$ cat config.mk
export PLATFORM = sky130hd
export DESIGN_NAME = mux_scan_sequencer
export DESIGN_NICKNAME = d
export VERILOG_FILES = /design/src/rtl/mux_scan_pkg.sv /design/src/rtl/settle_timer.sv /design/src/rtl/mux_scan_sequencer.sv
export SDC_FILE = /design/constraint.sdc
export NUM_CORES = 1
export LEC_CHECK = 0
export CAP_MARGIN = 20
export CELL_PAD_IN_SITES_DETAIL_PLACEMENT = 0
export CELL_PAD_IN_SITES_GLOBAL_PLACEMENT = 1
export CORE_MARGIN = 2
export CORE_UTILIZATION = 30
export DETAILED_ROUTE_END_ITERATION = 10
export PLACE_DENSITY = 0.7
export SYNTH_ARGS = -nofsm -noshare
export SYNTH_HDL_FRONTEND = slang
export SYNTH_SLANG_ARGS = --single-unit
$ cat constraint.sdc
create_clock -name clk -period 2.2 [get_ports clk]
set_input_delay 0.33 -clock clk [delete_from_list [all_inputs] [get_ports clk]]
set_output_delay 0.33 -clock clk [all_outputs]
set_load 0.005 [all_outputs]
$ cat src/rtl/mux_scan_pkg.sv
// Shared types and channel-selection helpers for the 4:1 mux scan sequencer.
package mux_scan_pkg;
    localparam int NUM_CH = 4;
    localparam int SEL_W  = 2;

    typedef enum logic [1:0] {
        IDLE   = 2'd0,
        SETTLE = 2'd1,
        DONE   = 2'd2
    } scan_state_t;

    typedef struct packed {
        logic             found;
        logic [SEL_W-1:0] ch;
    } ch_pick_t;

    // Lowest set mask bit strictly above ch; found=0 means the scan is complete.
    function automatic ch_pick_t next_ch(input logic [NUM_CH-1:0] mask,
                                         input logic [SEL_W-1:0]  ch);
        ch_pick_t r;
        r = '0;
        for (int i = NUM_CH - 1; i >= 0; i--) begin
            if (i > int'(ch) && mask[i]) begin
                r.found = 1'b1;
                r.ch    = SEL_W'(i);
            end
        end
        return r;
    endfunction

    function automatic ch_pick_t first_ch(input logic [NUM_CH-1:0] mask);
        ch_pick_t r;
        r = '0;
        for (int i = NUM_CH - 1; i >= 0; i--) begin
            if (mask[i]) begin
                r.found = 1'b1;
                r.ch    = SEL_W'(i);
            end
        end
        return r;
    endfunction
endpackage

$ cat src/rtl/settle_timer.sv
// Per-channel settle down-counter; tick_zero marks the sampling edge.
module settle_timer #(
    parameter int CW = 2
) (
    input  logic          clk,
    input  logic          rst,
    input  logic          load,
    input  logic [CW-1:0] value,
    output logic          tick_zero
);
    logic [CW-1:0] cnt_q;

    always_ff @(posedge clk) begin
        if (rst) begin
            cnt_q <= '0;
        end else if (load) begin
            cnt_q <= value;
        end else if (cnt_q != '0) begin
            cnt_q <= cnt_q - 1'b1;
        end
    end

    assign tick_zero = (cnt_q == '0);
endmodule

$ cat src/rtl/mux_scan_sequencer.sv
// Walks the 4:1 mux select over enabled channels, samples Y per channel and
// hands the resulting snapshot downstream over valid/ready.
module mux_scan_sequencer
    import mux_scan_pkg::*;
#(
    parameter int SETTLE_CYCLES = 2
) (
    input  logic                clk,
    input  logic                rst,
    input  logic                start,
    input  logic [NUM_CH-1:0]   enable_mask,
    input  logic                Y_in,
    output logic [SEL_W-1:0]    S,
    output logic [NUM_CH-1:0]   snapshot,
    output logic                valid,
    input  logic                ready,
    output logic                busy
);
    localparam int            CW     = $clog2(SETTLE_CYCLES + 1);
    localparam logic [CW-1:0] RELOAD = CW'(SETTLE_CYCLES - 1);

    scan_state_t       state_q;
    logic [SEL_W-1:0]  ch_q;
    logic [SEL_W-1:0]  S_q;
    logic [NUM_CH-1:0] mask_q;
    logic [NUM_CH-1:0] snap_q;
    logic              valid_q;
    logic              busy_q;

    logic     tick_zero;
    logic     tmr_load;
    ch_pick_t first_pick;
    ch_pick_t nxt_pick;

    assign first_pick = first_ch(enable_mask);
    assign nxt_pick   = next_ch(mask_q, ch_q);

    // Timer reloads on scan entry and on every hop to another enabled channel.
    assign tmr_load = (state_q == IDLE   && start && first_pick.found) ||
                      (state_q == SETTLE && tick_zero && nxt_pick.found);

    settle_timer #(.CW(CW)) u_timer (
        .clk       (clk),
        .rst       (rst),
        .load      (tmr_load),
        .value     (RELOAD),
        .tick_zero (tick_zero)
    );

    always_ff @(posedge clk) begin
        if (rst) begin
            state_q <= IDLE;
            ch_q    <= '0;
            S_q     <= '0;
            mask_q  <= '0;
            snap_q  <= '0;
            valid_q <= 1'b0;
            busy_q  <= 1'b0;
        end else begin
            case (state_q)
                IDLE: begin
                    if (start) begin
                        mask_q <= enable_mask;
                        snap_q <= '0;
                        busy_q <= 1'b1;
                        if (first_pick.found) begin
                            state_q <= SETTLE;
                            ch_q    <= first_pick.ch;
                            S_q     <= first_pick.ch;
                        end else begin
                            state_q <= DONE;
                            valid_q <= 1'b1;
                        end
                    end
                end
                SETTLE: begin
                    if (tick_zero) begin
                        snap_q[ch_q] <= Y_in;
                        if (nxt_pick.found) begin
                            ch_q <= nxt_pick.ch;
                            S_q  <= nxt_pick.ch;
                        end else begin
                            state_q <= DONE;
                            S_q     <= '0;
                            valid_q <= 1'b1;
                        end
                    end
                end
                DONE: begin
                    if (ready) begin
                        state_q <= IDLE;
                        valid_q <= 1'b0;
                        busy_q  <= 1'b0;
                    end
                end
                default: begin
                    state_q <= IDLE;
                    S_q     <= '0;
                    valid_q <= 1'b0;
                    busy_q  <= 1'b0;
                end
            endcase
        end
    end

    assign S        = S_q;
    assign snapshot = snap_q;
    assign valid    = valid_q;
    assign busy     = busy_q;
endmodule

Yosys cells after proc, flatten, opt, wreduce, memory -nomap -nowiden
Index checks and enable logic that the tools add are counted.

Bits in registers: 18. Bits of input ports: 9.

Add/sub/neg operators: 1. Order comparisons: 5. Equal/unequal tests: 9. Mux-type cells: 37. Bitwise gates (word level): 2. Reduce and logical (&&, ||, !) cells: 22.

Operator list (number): 2-bit two-way mux (11); 3-bit two-way mux (7); 2-bit inequality test (second input constant) (7); 2-bit case mux with 3 select lines (2); 5-bit AND reduction (2); 1-bit two-way mux (9); 1-bit logical AND (8); 4-bit two-way mux (2); 4-bit case mux with 2 select lines (1); 4-bit AND reduction (2); 1-bit case mux with 3 select lines (2); 3-bit AND reduction (2); 2-bit nonzero test (3); 4-bit bitwise mux (1); 2-bit > comparator (first input constant) (2); 2-bit logical NOT (2); 2-bit case mux with 2 select lines (1); 2-bit by 3-bit < comparator with 1-bit output (second input constant) (1); 1-bit demux with 2-bit select (1); 2-bit by 1-bit == test with 1-bit output (second input constant) (1); 2-bit == test (second input constant) (1); 2-bit by 1-bit >= comparator with 1-bit output (second input constant) (1); 1-bit by 2-bit > comparator with 1-bit output (first input constant) (1); 1-bit inverter (2); 4 further kinds (4).

Depth between registers and ports, before layout
Depth in word-level cells: 8. Mapped depth: 8. Mapped depth without buffers: 7.

Modules after synthesis
A second synthesis with hierarchy kept.

Cells, all modules: 120. Area, all modules: 992.2 um2.

Modules (own cells, without submodules): mux_scan_sequencer (times used 1, cells an instance 108, area each 870.8 um2, sequential area each 300.3 um2); settle_timer (times used 1, cells an instance 12, area each 121.4 um2, sequential area each 40.0 um2).

Worst setup path before layout
Ideal clock, no wire load.

Path type: register to register. From: register u_timer.cnt_q[0]. To: register ch_q[0]. Library setup time: 0.131 ns. Data arrival time: 1.440 ns. Data required time: 2.069 ns. Path slack: 0.630 ns. Cell stages (with the launch flop): 9. Cells stage by stage: dfxtp_1 -> inv_1 -> ha_1 -> clkbuf_2 -> nand3b_1 -> o32a_2 -> o21a_4 -> a211oi_2 -> a211oi_2.

Cells in the longest elaborated chain, start to end: 3.

RTL lines: start, declared (line settle_timer.sv:11) `logic [CW-1:0] cnt_q;`; start signal, assigned (line settle_timer.sv:17) `cnt_q <= value;`; start signal, assigned (line settle_timer.sv:19) `cnt_q <= cnt_q - 1'b1;`; 2-bit logical NOT (line settle_timer.sv:23) `assign tick_zero = (cnt_q == '0);`; 2-bit inequality test (no source line); 5-bit AND reduction (no source line); end signal, assigned (line mux_scan_sequencer.sv:68) `ch_q <= first_pick.ch;`; end signal, assigned (line mux_scan_sequencer.sv:80) `ch_q <= nxt_pick.ch;`; end, declared (line mux_scan_sequencer.sv:23) `logic [SEL_W-1:0] ch_q;`.

No other way between the ends. A chain may end at the register's enable or synchronous reset.

Worst setup path in the final report
Same ends and word-level chain as after synthesis.

==> flow_metrics.env <==
export IMPL_status="complete, no violations"
export IMPL_dp_cells=179
export IMPL_ys_flop_type="dfxtp_1"
export IMPL_clk_pin_slew_ps=100
export IMPL_dp_hpwl_um=1630
export IMPL_arrival_ps=1950
export IMPL_path_buf_inv=1
export IMPL_die_width_um=61.6
export IMPL_drc_errors=0
export IMPL_dr_pass1_iters=2
export IMPL_mostFrequentLayoutCell="nor2_1"
export IMPL_dr_total_vias=897
export IMPL_viasPerCell=4.90
export IMPL_drt_iter0_drc=14
export IMPL_hp_start="valid$_SDFFE_PP0P_"
export IMPL_hold_depth=1
export IMPL_cts_hold_buf=0
export IMPL_endpoint_kind="flop"
export IMPL_clock_sinks=17
export IMPL_fin_tns_setup_ps=0
export IMPL_antenna_found_initial=0
export IMPL_worst_path_max_delay_cell="o32a_2"
export IMPL_track_usage_pct=14.2
export IMPL_num_fill_cells=337
export IMPL_r2r_start="u_timer.cnt_q[0]$_SDFFE_PP0P_"
export IMPL_synth_cell_types=40
export IMPL_yosysTopAreaCellShare_pct=34.2
export IMPL_post_cts_buffers=0
export IMPL_r2r_slack_ps=410
export IMPL_timing_fmax_mhz=558
export IMPL_io_buffer_count=16
export IMPL_grt_start_max_net_pins=18
export IMPL_clock_path_buffers=2
export IMPL_slew_headroom_pct=54.3
export IMPL_syn_area_um2=996
export IMPL_nets=150
export IMPL_setup_viol=0
export IMPL_htreeDepth=1
export IMPL_clk_latency_ps=290
export IMPL_cts_tree="yes"
export IMPL_syn_to_final_growth_pct=21.1
export IMPL_critPathRequiredTime_ps=2360
export IMPL_fin_cells=183
export IMPL_synth_largest_area_cell="dfxtp_1"
export IMPL_yosysWarnings=0
export IMPL_grt_pass1_vias=865
export IMPL_clock_skew_ps=1.32
export IMPL_synth_edff_count=0
export IMPL_core_rowCount=20
export IMPL_path_delay_family="compound AO/OA/AOI/OAI gates"
export IMPL_drive_gt1_share_pct=10.8
export IMPL_dieArea_mm2=0.00380
export IMPL_hold_class="flop to flop"
export IMPL_syn_nets=135
export IMPL_cap_violations=0
export IMPL_cts_repair_resized=0
export IMPL_clockRootBuffer="clkbuf_4"
export IMPL_final_max_slew_violation_count=0
export IMPL_die_h_um=61.6
export IMPL_fp_coreArea_mm2=0.00310
export IMPL_power_density_mw_per_mm2=779
export IMPL_ys_ff_latch=17
export IMPL_synth_area_top_cells="dfxtp_1 (34%), a21oi_1 (8.5%), nor2_1 (6.8%), o21ai_0 (4.5%), inv_1 (3.0%)"
export IMPL_period_minus_slack_ps=1790
export IMPL_ir_worst_vdd_mv=0.218
export IMPL_grt_pass1_wl_um=3950
export IMPL_ff2ff_path_depth=7
export IMPL_cpMostUsedCell="a211oi_2"
export IMPL_max_stage_delay_ps=400
export IMPL_pin_count=17
export IMPL_cts_made_buffers=3
export IMPL_hold_path_endpoint="valid$_SDFFE_PP0P_"
export IMPL_start_kind="flop"
export IMPL_crit_fanout=7
export IMPL_worst_pin_slew_ps=683
export IMPL_routed_wirelength_um=2210
export IMPL_gp_congestion=0.817
export IMPL_period_share_pct=81.5
export IMPL_timing_rr_end="ch_q[0]$_SDFFE_PP0P_"
export IMPL_ant_nets=0
export IMPL_final_cell_mix="nor2_1 (18), dfxtp_1 (17), a21oi_1 (17)"
export IMPL_synthArstFlopShare_pct=0
export IMPL_syn_instance_count=125
export IMPL_hold_viol_final=0
export IMPL_start_util_pct=32.1
export IMPL_p_leak_uw=0.000439
export IMPL_syn_mean_instance_area_um2=7.97
export IMPL_worstSetupPathType="flop to flop"
export IMPL_rsz0062_at_grt="no"
export IMPL_crit_chain="inv_1 > ha_1 > nand3b_1 > o32a_2 > o21a_4 > a211oi_2 > a211oi_2"
export IMPL_diodes=0
export IMPL_gr_total_overflow=0
export IMPL_seq_area_frac_synth_pct=34.2
export IMPL_wire_per_inst_um=12.1
[stage by stage]
| step | hold WS (ps) | setup slack (ps) | util [%] | instance area, um^2 | total power (uW) |
|---|---|---|---|---|---|
| after floorplan | 460 | 630 | - | 996 | 684 |
| after global placement | 475 | 159 | 38.0 | 1180 | 770 |
| after detailed placement | 487 | 145 | 38.0 | 1180 | 776 |
| after CTS | 513 | 414 | 38.9 | 1210 | 952 |
| after global routing | 535 | 286 | 38.9 | 1210 | 1020 |
| final | 505 | 407 | 38.9 | 1210 | 940 |
[logic make-up after synthesis]
group / count (synthesis) / synth area share [%]
simple gates: 45 / 24.9
buf+inv: 16 / 7.66
fa+ha+maj: 1 / 1.26
flops: 17 / 34.2
xor+xnor: 1 / 0.880
mux: 2 / 2.14
compound gates: 43 / 29.0
[metal layers]
metal  vias to the layer above  GRT usage [%]  share of wire (%)
li1                        462              -                  -
met1                       418           19.7                 51
met2                        12           20.3                 43
met3                         5           3.57                3.7
met4                         0           7.29                2.1
met5                         -              0                  0
[registers in the layout, indices dropped and copies added, names as in the netlist]
signal	count
state_q	2
ch_q	2
u_timer.cnt_q	2
busy	1
S	2
mask_q	3
valid	1
snapshot	4
[worst max-delay path by stage]
stage / start / to / slack (ps) / depth (start not counted)
after floorplan: u_timer.cnt_q[0]$_SDFFE_PP0P_ / ch_q[0]$_SDFFE_PP0P_ / 630 / 8
after global placement: start / ch_q[0]$_SDFFE_PP0P_ / 160 / 6
after detailed placement: start / ch_q[0]$_SDFFE_PP0P_ / 150 / 6
after CTS: u_timer.cnt_q[0]$_SDFFE_PP0P_ / ch_q[0]$_SDFFE_PP0P_ / 410 / 7
after global routing: u_timer.cnt_q[0]$_SDFFE_PP0P_ / ch_q[0]$_SDFFE_PP0P_ / 290 / 7
final: u_timer.cnt_q[0]$_SDFFE_PP0P_ / ch_q[0]$_SDFFE_PP0P_ / 410 / 7
[cell usage after synthesis (2+ instances only)]
library cell,count
nor2_1,18
a21oi_1,17
dfxtp_1,17
o21ai_0,9
inv_1,8
nand2_1,6
clkbuf_1,5
nor2b_1,3
nor3_1,3
o21bai_1,3
a211oi_2,2
buf_6,2
nand3b_1,2
nor4_1,2
o211ai_1,2
or2b_1,2
[where the power goes]
group          total (uW)  switching (uW)  internal [uW]
clock network         170            99.0           70.7
logic                 362             194            169
registers             408            55.6            352
[area by class of cell]
type	instances	area (um^2)	area share (%)
sequential	17	340	28.2
tap	44	55.1	4.56
inverter	8	30.0	2.49
multi-input combinational	92	579	48.0
clock buffer	4	26.3	2.18
timing repair buffer	18	175	14.5
(Power assumes the default switching activity.)
==> edit 1, RTL diff (same flow settings) <==
Encoding of `scan_state_t`: now one-hot (3 bits for 3 states).
--- a/src/rtl/mux_scan_pkg.sv
+++ b/src/rtl/mux_scan_pkg.sv
@@ -4,8 +4,8 @@
     localparam int SEL_W  = 2;
 
-    typedef enum logic [1:0] {
-        IDLE   = 2'd0,
-        SETTLE = 2'd1,
-        DONE   = 2'd2
+    typedef enum logic [2:0] {
+        IDLE   = 3'b001,
+        SETTLE = 3'b010,
+        DONE   = 3'b100
     } scan_state_t;
 
Check against the original RTL: same outputs for any inputs over 10 cycles, from zero or initial values and one cycle with rst high; not proved beyond that.
==> edit 1 against the unedited design <==
- sequential power is 7.1% higher
- setup slack better by 0.046 ns
- routed wire length is 3.1% higher
- sequential cell count is 1 higher
- die area is 0.93% higher
- total power is 9.7% higher
- cell area is 0.31% higher
- synthesized area is 1.0% higher
- clock skew is 0.0045 ns higher
- count of clock-buffer cells in the layout stayed put
- critical endpoint is now S[0]$_SDFFE_PP0P_
==> edit 1: results (changes against the unedited design) <==
Status
  • Status: finished, final reports clean

Final layout
  • Multi-In Gates: 93 (+1.1%)
  • Fill cells: 351 (+4.2%)
  • Sequential cells: 18 (+1)
  • Non-clock inverter count in the final layout: 9 (+1)
  • Clock-cell share: 2.999% (+0.82 points)
  • Seq/total area: 29.78% (+1.6 points)
  • Area of the multi-input gates: 554.3 sq um (-4.3%)
  • Layout cells sized above 1: 9.220% (-1.6 points)
  • Fin nets: 152 (+1.3%)
  • Multi-input combinational area share: 45.81% (-2.2 points)
  • NonClk Buf Share: 13.86% (-0.67 points)
  • Nonclk buf count: 17 (-1)

Pwr
  • Comb pwr: 383 uW (+5.8%)
  • Seq power: 437 uW (+7.1%)
  • Worst IR Drop VDD: 0.2326 mV (+6.9%)
  • Leak: 0.4284 nW (-2.4%)
  • Sw frac: 35.46% (-1.6 points)
  • Internal: 665.3 uW (+12%)

Place
  • Area after DPL: 0.001174 sq mm (-0.53%)
  • Pre-CTS setup slack: 0.1430 ns (-0.002038 ns)
  • Final GP Congestion: 0.7640 (-6.5%)
  • DP HPWL: 1.668 mm (+2.1%)
  • Dpl cells: 183 (+2.2%)

Worst setup path
  • Worst-path maximum fanout: 4 (-3)
  • Worst setup path start: enable_mask[1]
  • Worst path max stage delay: 0.59 ns (+0.19 ns)
  • CP top delay family: simple AND/OR/NAND/NOR gates
  • CP max-delay cell: or4_1
  • Reg2reg start: state_q[1]$_SDFFE_PP0P_
  • Critical Path AT: 1.91 ns (-0.04 ns)

Timing
  • Max-slew headroom: 57.85% (+3.5 points)
  • Final Skew: 0.005839 ns (+0.004521 ns)

Synth
  • Syn. warnings: 0 (unchanged)
  • Syn Nets: 138 (+2.2%)
  • Ys async rst share: 0% (unchanged)
  • Synth cell count leaders: dfxtp_1 (18), a21oi_1 (17), nand2_1 (16)
  • Avg Inst Size Synth: 7.859 sq um (-1.4%)
  • Post-synth top area share: 35.82% (+1.7 points)
  • Post-synthesis cell type count: 38 (-5.0%)
  • Largest cells by area after synthesis: dfxtp_1 (36%), a21oi_1 (8.5%), nand2_1 (6.0%)

Drt
  • Met1 Wirelength: 1.151 mm (+2.1%)
  • DRT Pass-1 Iters: 4 (+2)
  • Total number of vias: 891 (-0.67%)
  • WL met2: 1.030 mm (+8.3%)
  • Met3 WL: 66 microns (-20%)
  • Initial DRC Count: 31 (+17)
  • DRT Wirelength: 2.275 mm (+3.1%)
  • Vias per cell: 4.765 (-2.8%)

GRT
  • GRT met1 Usage: 18.07% (-1.7 points)
  • First-pass GRT wire length: 3.629 mm (-8.2%)
  • Largest net degree at the start of global routing: 17 (-1)
  • Vias in the first global route: 785 (-9.2%)
  • GR Util All Layers: 12.93% (-1.3 points)
  • GR Layer Usage met3: 1.863% (-1.7 points)
  • M2 GR Usage: 19.85% (-0.45 points)

Worst hold path
  • Min-delay src: S[1]$_SDFFE_PP0P_
[edit 1: cell types whose count changed after synthesis, sizes merged, moves of 3 or more]
cell,unedited run,this run
a22oi,0,4
buf,2,7
clkbuf,6,1
nand2,7,16
nor2,18,15
nor3b,0,4
nor4,3,0
o21ai,11,6
[edit 1: path summary, 6_finish.rpt]
path              slack [ns]  depth (start not counted)                   end
setup reg to reg        0.48                          4  ch_q[1]$_SDFFE_PP0P_
hold / removal          0.47                          2     S[1]$_SDFFE_PP0P_
hold reg to reg         0.47                          2     S[1]$_SDFFE_PP0P_
setup / recovery        0.45                          6     S[0]$_SDFFE_PP0P_
[edit 1: cell families after synthesis]
logic type / share of synthesized area, %
XOR/XNOR: 0.8708
adder cells (fa/ha/maj): 1.244
multiplexers: 0.9951
flip-flops: 35.82
AO/OA/AOI/OAI: 25.25
AND/OR/NAND/NOR: 26.74
buffers and inverters: 9.078
==> edit 2, RTL diff (same settings) <==
Made on the original files. Set the package constant `SEL_W` to 3 (it was 2).
--- a/src/rtl/mux_scan_pkg.sv
+++ b/src/rtl/mux_scan_pkg.sv
@@ -2,5 +2,5 @@
 package mux_scan_pkg;
     localparam int NUM_CH = 4;
-    localparam int SEL_W  = 2;
+    localparam int SEL_W  = 3;
 
     typedef enum logic [1:0] {
Interface: changed (resized S); port bits go from 17 to 18. No check against the original RTL was run, so the function may have changed too.
==> edit 2 against the unedited design <==
- count of clock-buffer cells in the layout did not move
- critical path depth fell by 1
- non-clock buffer count fell by 1
- sequential cell count did not move
- clock skew rose by 0.0038 ns
- synthesized area rose by 2.5%
- final cell count fell by 3.8%
- cell area rose by 0.73%
- routed wire length rose by 2.9%
- sequential share of layout area fell by 0.20 points
- setup slack improved by 0.14 ns
- total power rose by 3.9%
- critical path type unchanged
- largest cell class unchanged
- largest power group unchanged
- highest routed layer unchanged
==> edit 2: results (changes against the unedited design) <==
Drt
  • DRT Pass-1 Iters: 4 (+2)
  • Uppermost layer routed: met4
  • DRT Wirelength: 2.270 mm (+2.9%)
  • Initial DRC Count: 42 (+28)
  • WL met2: 1.036 mm (+8.9%)
  • Met1 Wirelength: 1.129 mm (+0.18%)
  • Met3 WL: 89 microns (+8.5%)
  • Vias per cell: 4.972 (+1.4%)

Worst setup path
  • Worst-path maximum fanout: 8 (+1)
  • CP top delay family: compound AO/OA/AOI/OAI gates
  • Worst setup path start: u_timer.cnt_q[0]$_SDFFE_PP0P_
  • Worst path max stage delay: 0.36 ns (-0.04 ns)
  • CP max-delay cell: a221oi_2
  • Critical Path AT: 1.83 ns (-0.12 ns)

GRT
  • First-pass GRT wire length: 4.278 mm (+8.2%)
  • GR Layer Usage met3: 4.167% (+0.60 points)
  • Initial antenna violation count: 0 (unchanged)
  • GR Util All Layers: 13.70% (-0.55 points)
  • M2 GR Usage: 21.20% (+0.89 points)
  • Vias in the first global route: 914 (+5.7%)
  • GRT met1 Usage: 18.68% (-1.1 points)

Place
  • DP HPWL: 1.707 mm (+4.5%)
  • Final GP Congestion: 0.7691 (-5.8%)
  • Pre-CTS setup slack: 0.2803 ns (+0.1352 ns)
  • Dpl cells: 172 (-3.9%)
  • Area after DPL: 0.001189 sq mm (+0.74%)

Synth
  • Synth cell count leaders: dfxtp_1 (17), a21oi_1 (12), nor2_1 (11)
  • Compound-cell area share of the yosys netlist: 24.39% (-4.6 points)
  • Syn Nets: 128 (-5.2%)
  • Synth Instances: 118 (-5.6%)
  • Post-synthesis cell type count: 43 (+7.5%)
  • Largest cells by area after synthesis: dfxtp_1 (33%), a21oi_1 (5.9%), nor2_1 (4.0%)
  • Ys async rst share: 0% (unchanged)
  • Multiplexer area fraction after synthesis: 6.127% (+4.0 points)
  • Post-synthesis adder-cell area fraction: 1.225% (-0.031 points)
  • Main synth FF type: dfxtp_1
  • Seq/Total Area, Yosys: 33.33% (-0.84 points)
  • Xor/xnor share of the synthesized area: 0.8578% (-0.022 points)
  • Syn. warnings: 0 (unchanged)

Clock tree
  • Max Root-Sink Buffers: 2 (unchanged)
  • Worst-Skew Late Latency: 0.30 ns
  • Post-CTS Setup Bufs: 0 (unchanged)
  • TritonCTS Buffers: 3 (unchanged)
  • Post_cts resized: 0 (unchanged)

Pwr
  • Worst IR Drop VDD: 0.2961 mV (+36%)
  • Leak: 0.4245 nW (-3.3%)

Status
  • Status: finished, final reports clean

Worst hold path
  • Min-delay src: snapshot[1]$_SDFFE_PP0P_

Final layout
  • Final Non-Filler Cells: 176 (-3.8%)
  • Fin nets: 141 (-6.0%)
  • Fill cells: 354 (+5.0%)
  • Layout cells sized above 1: 17.69% (+6.9 points)
  • Area of the multi-input gates: 600.6 sq um (+3.7%)

Timing
  • Max-slew headroom: 65.73% (+11 points)
  • Final Skew: 0.005124 ns (+0.003806 ns)
  • Sum of negative setup slack: 0 ns (unchanged)
==> edit 2: worst min-delay path: cells and delay by family, from the launching register on <==
kind / cells / cell delay [ns]
compound gates: 2 / 0.12
flops: 1 / 0.32
==> edit 2: final timing paths <==
| path | to | slack [ns] | depth (start not counted) |
|---|---|---|---|
| setup / recovery | ch_q[1]$_SDFFE_PP0P_ | 0.55 | 6 |
| hold / removal | snapshot[1]$_SDFFE_PP0P_ | 0.48 | 2 |
| setup reg to reg | ch_q[1]$_SDFFE_PP0P_ | 0.55 | 6 |
| hold reg to reg | snapshot[1]$_SDFFE_PP0P_ | 0.48 | 2 |
==> edit 2: cell type report <==
type	count	area share, %
multi-input combinational	86	49.43
sequential	17	28.01
timing repair buffer	17	13.80
tap	46	4.737
clock buffer	4	2.163
inverter	6	1.854
==> edit 2: power by group <==
part           switching (mW)  internal (mW)  leakage, nW
logic                   0.195          0.187        0.270
registers              0.0623          0.358        0.140
clock network           0.104         0.0707       0.0150
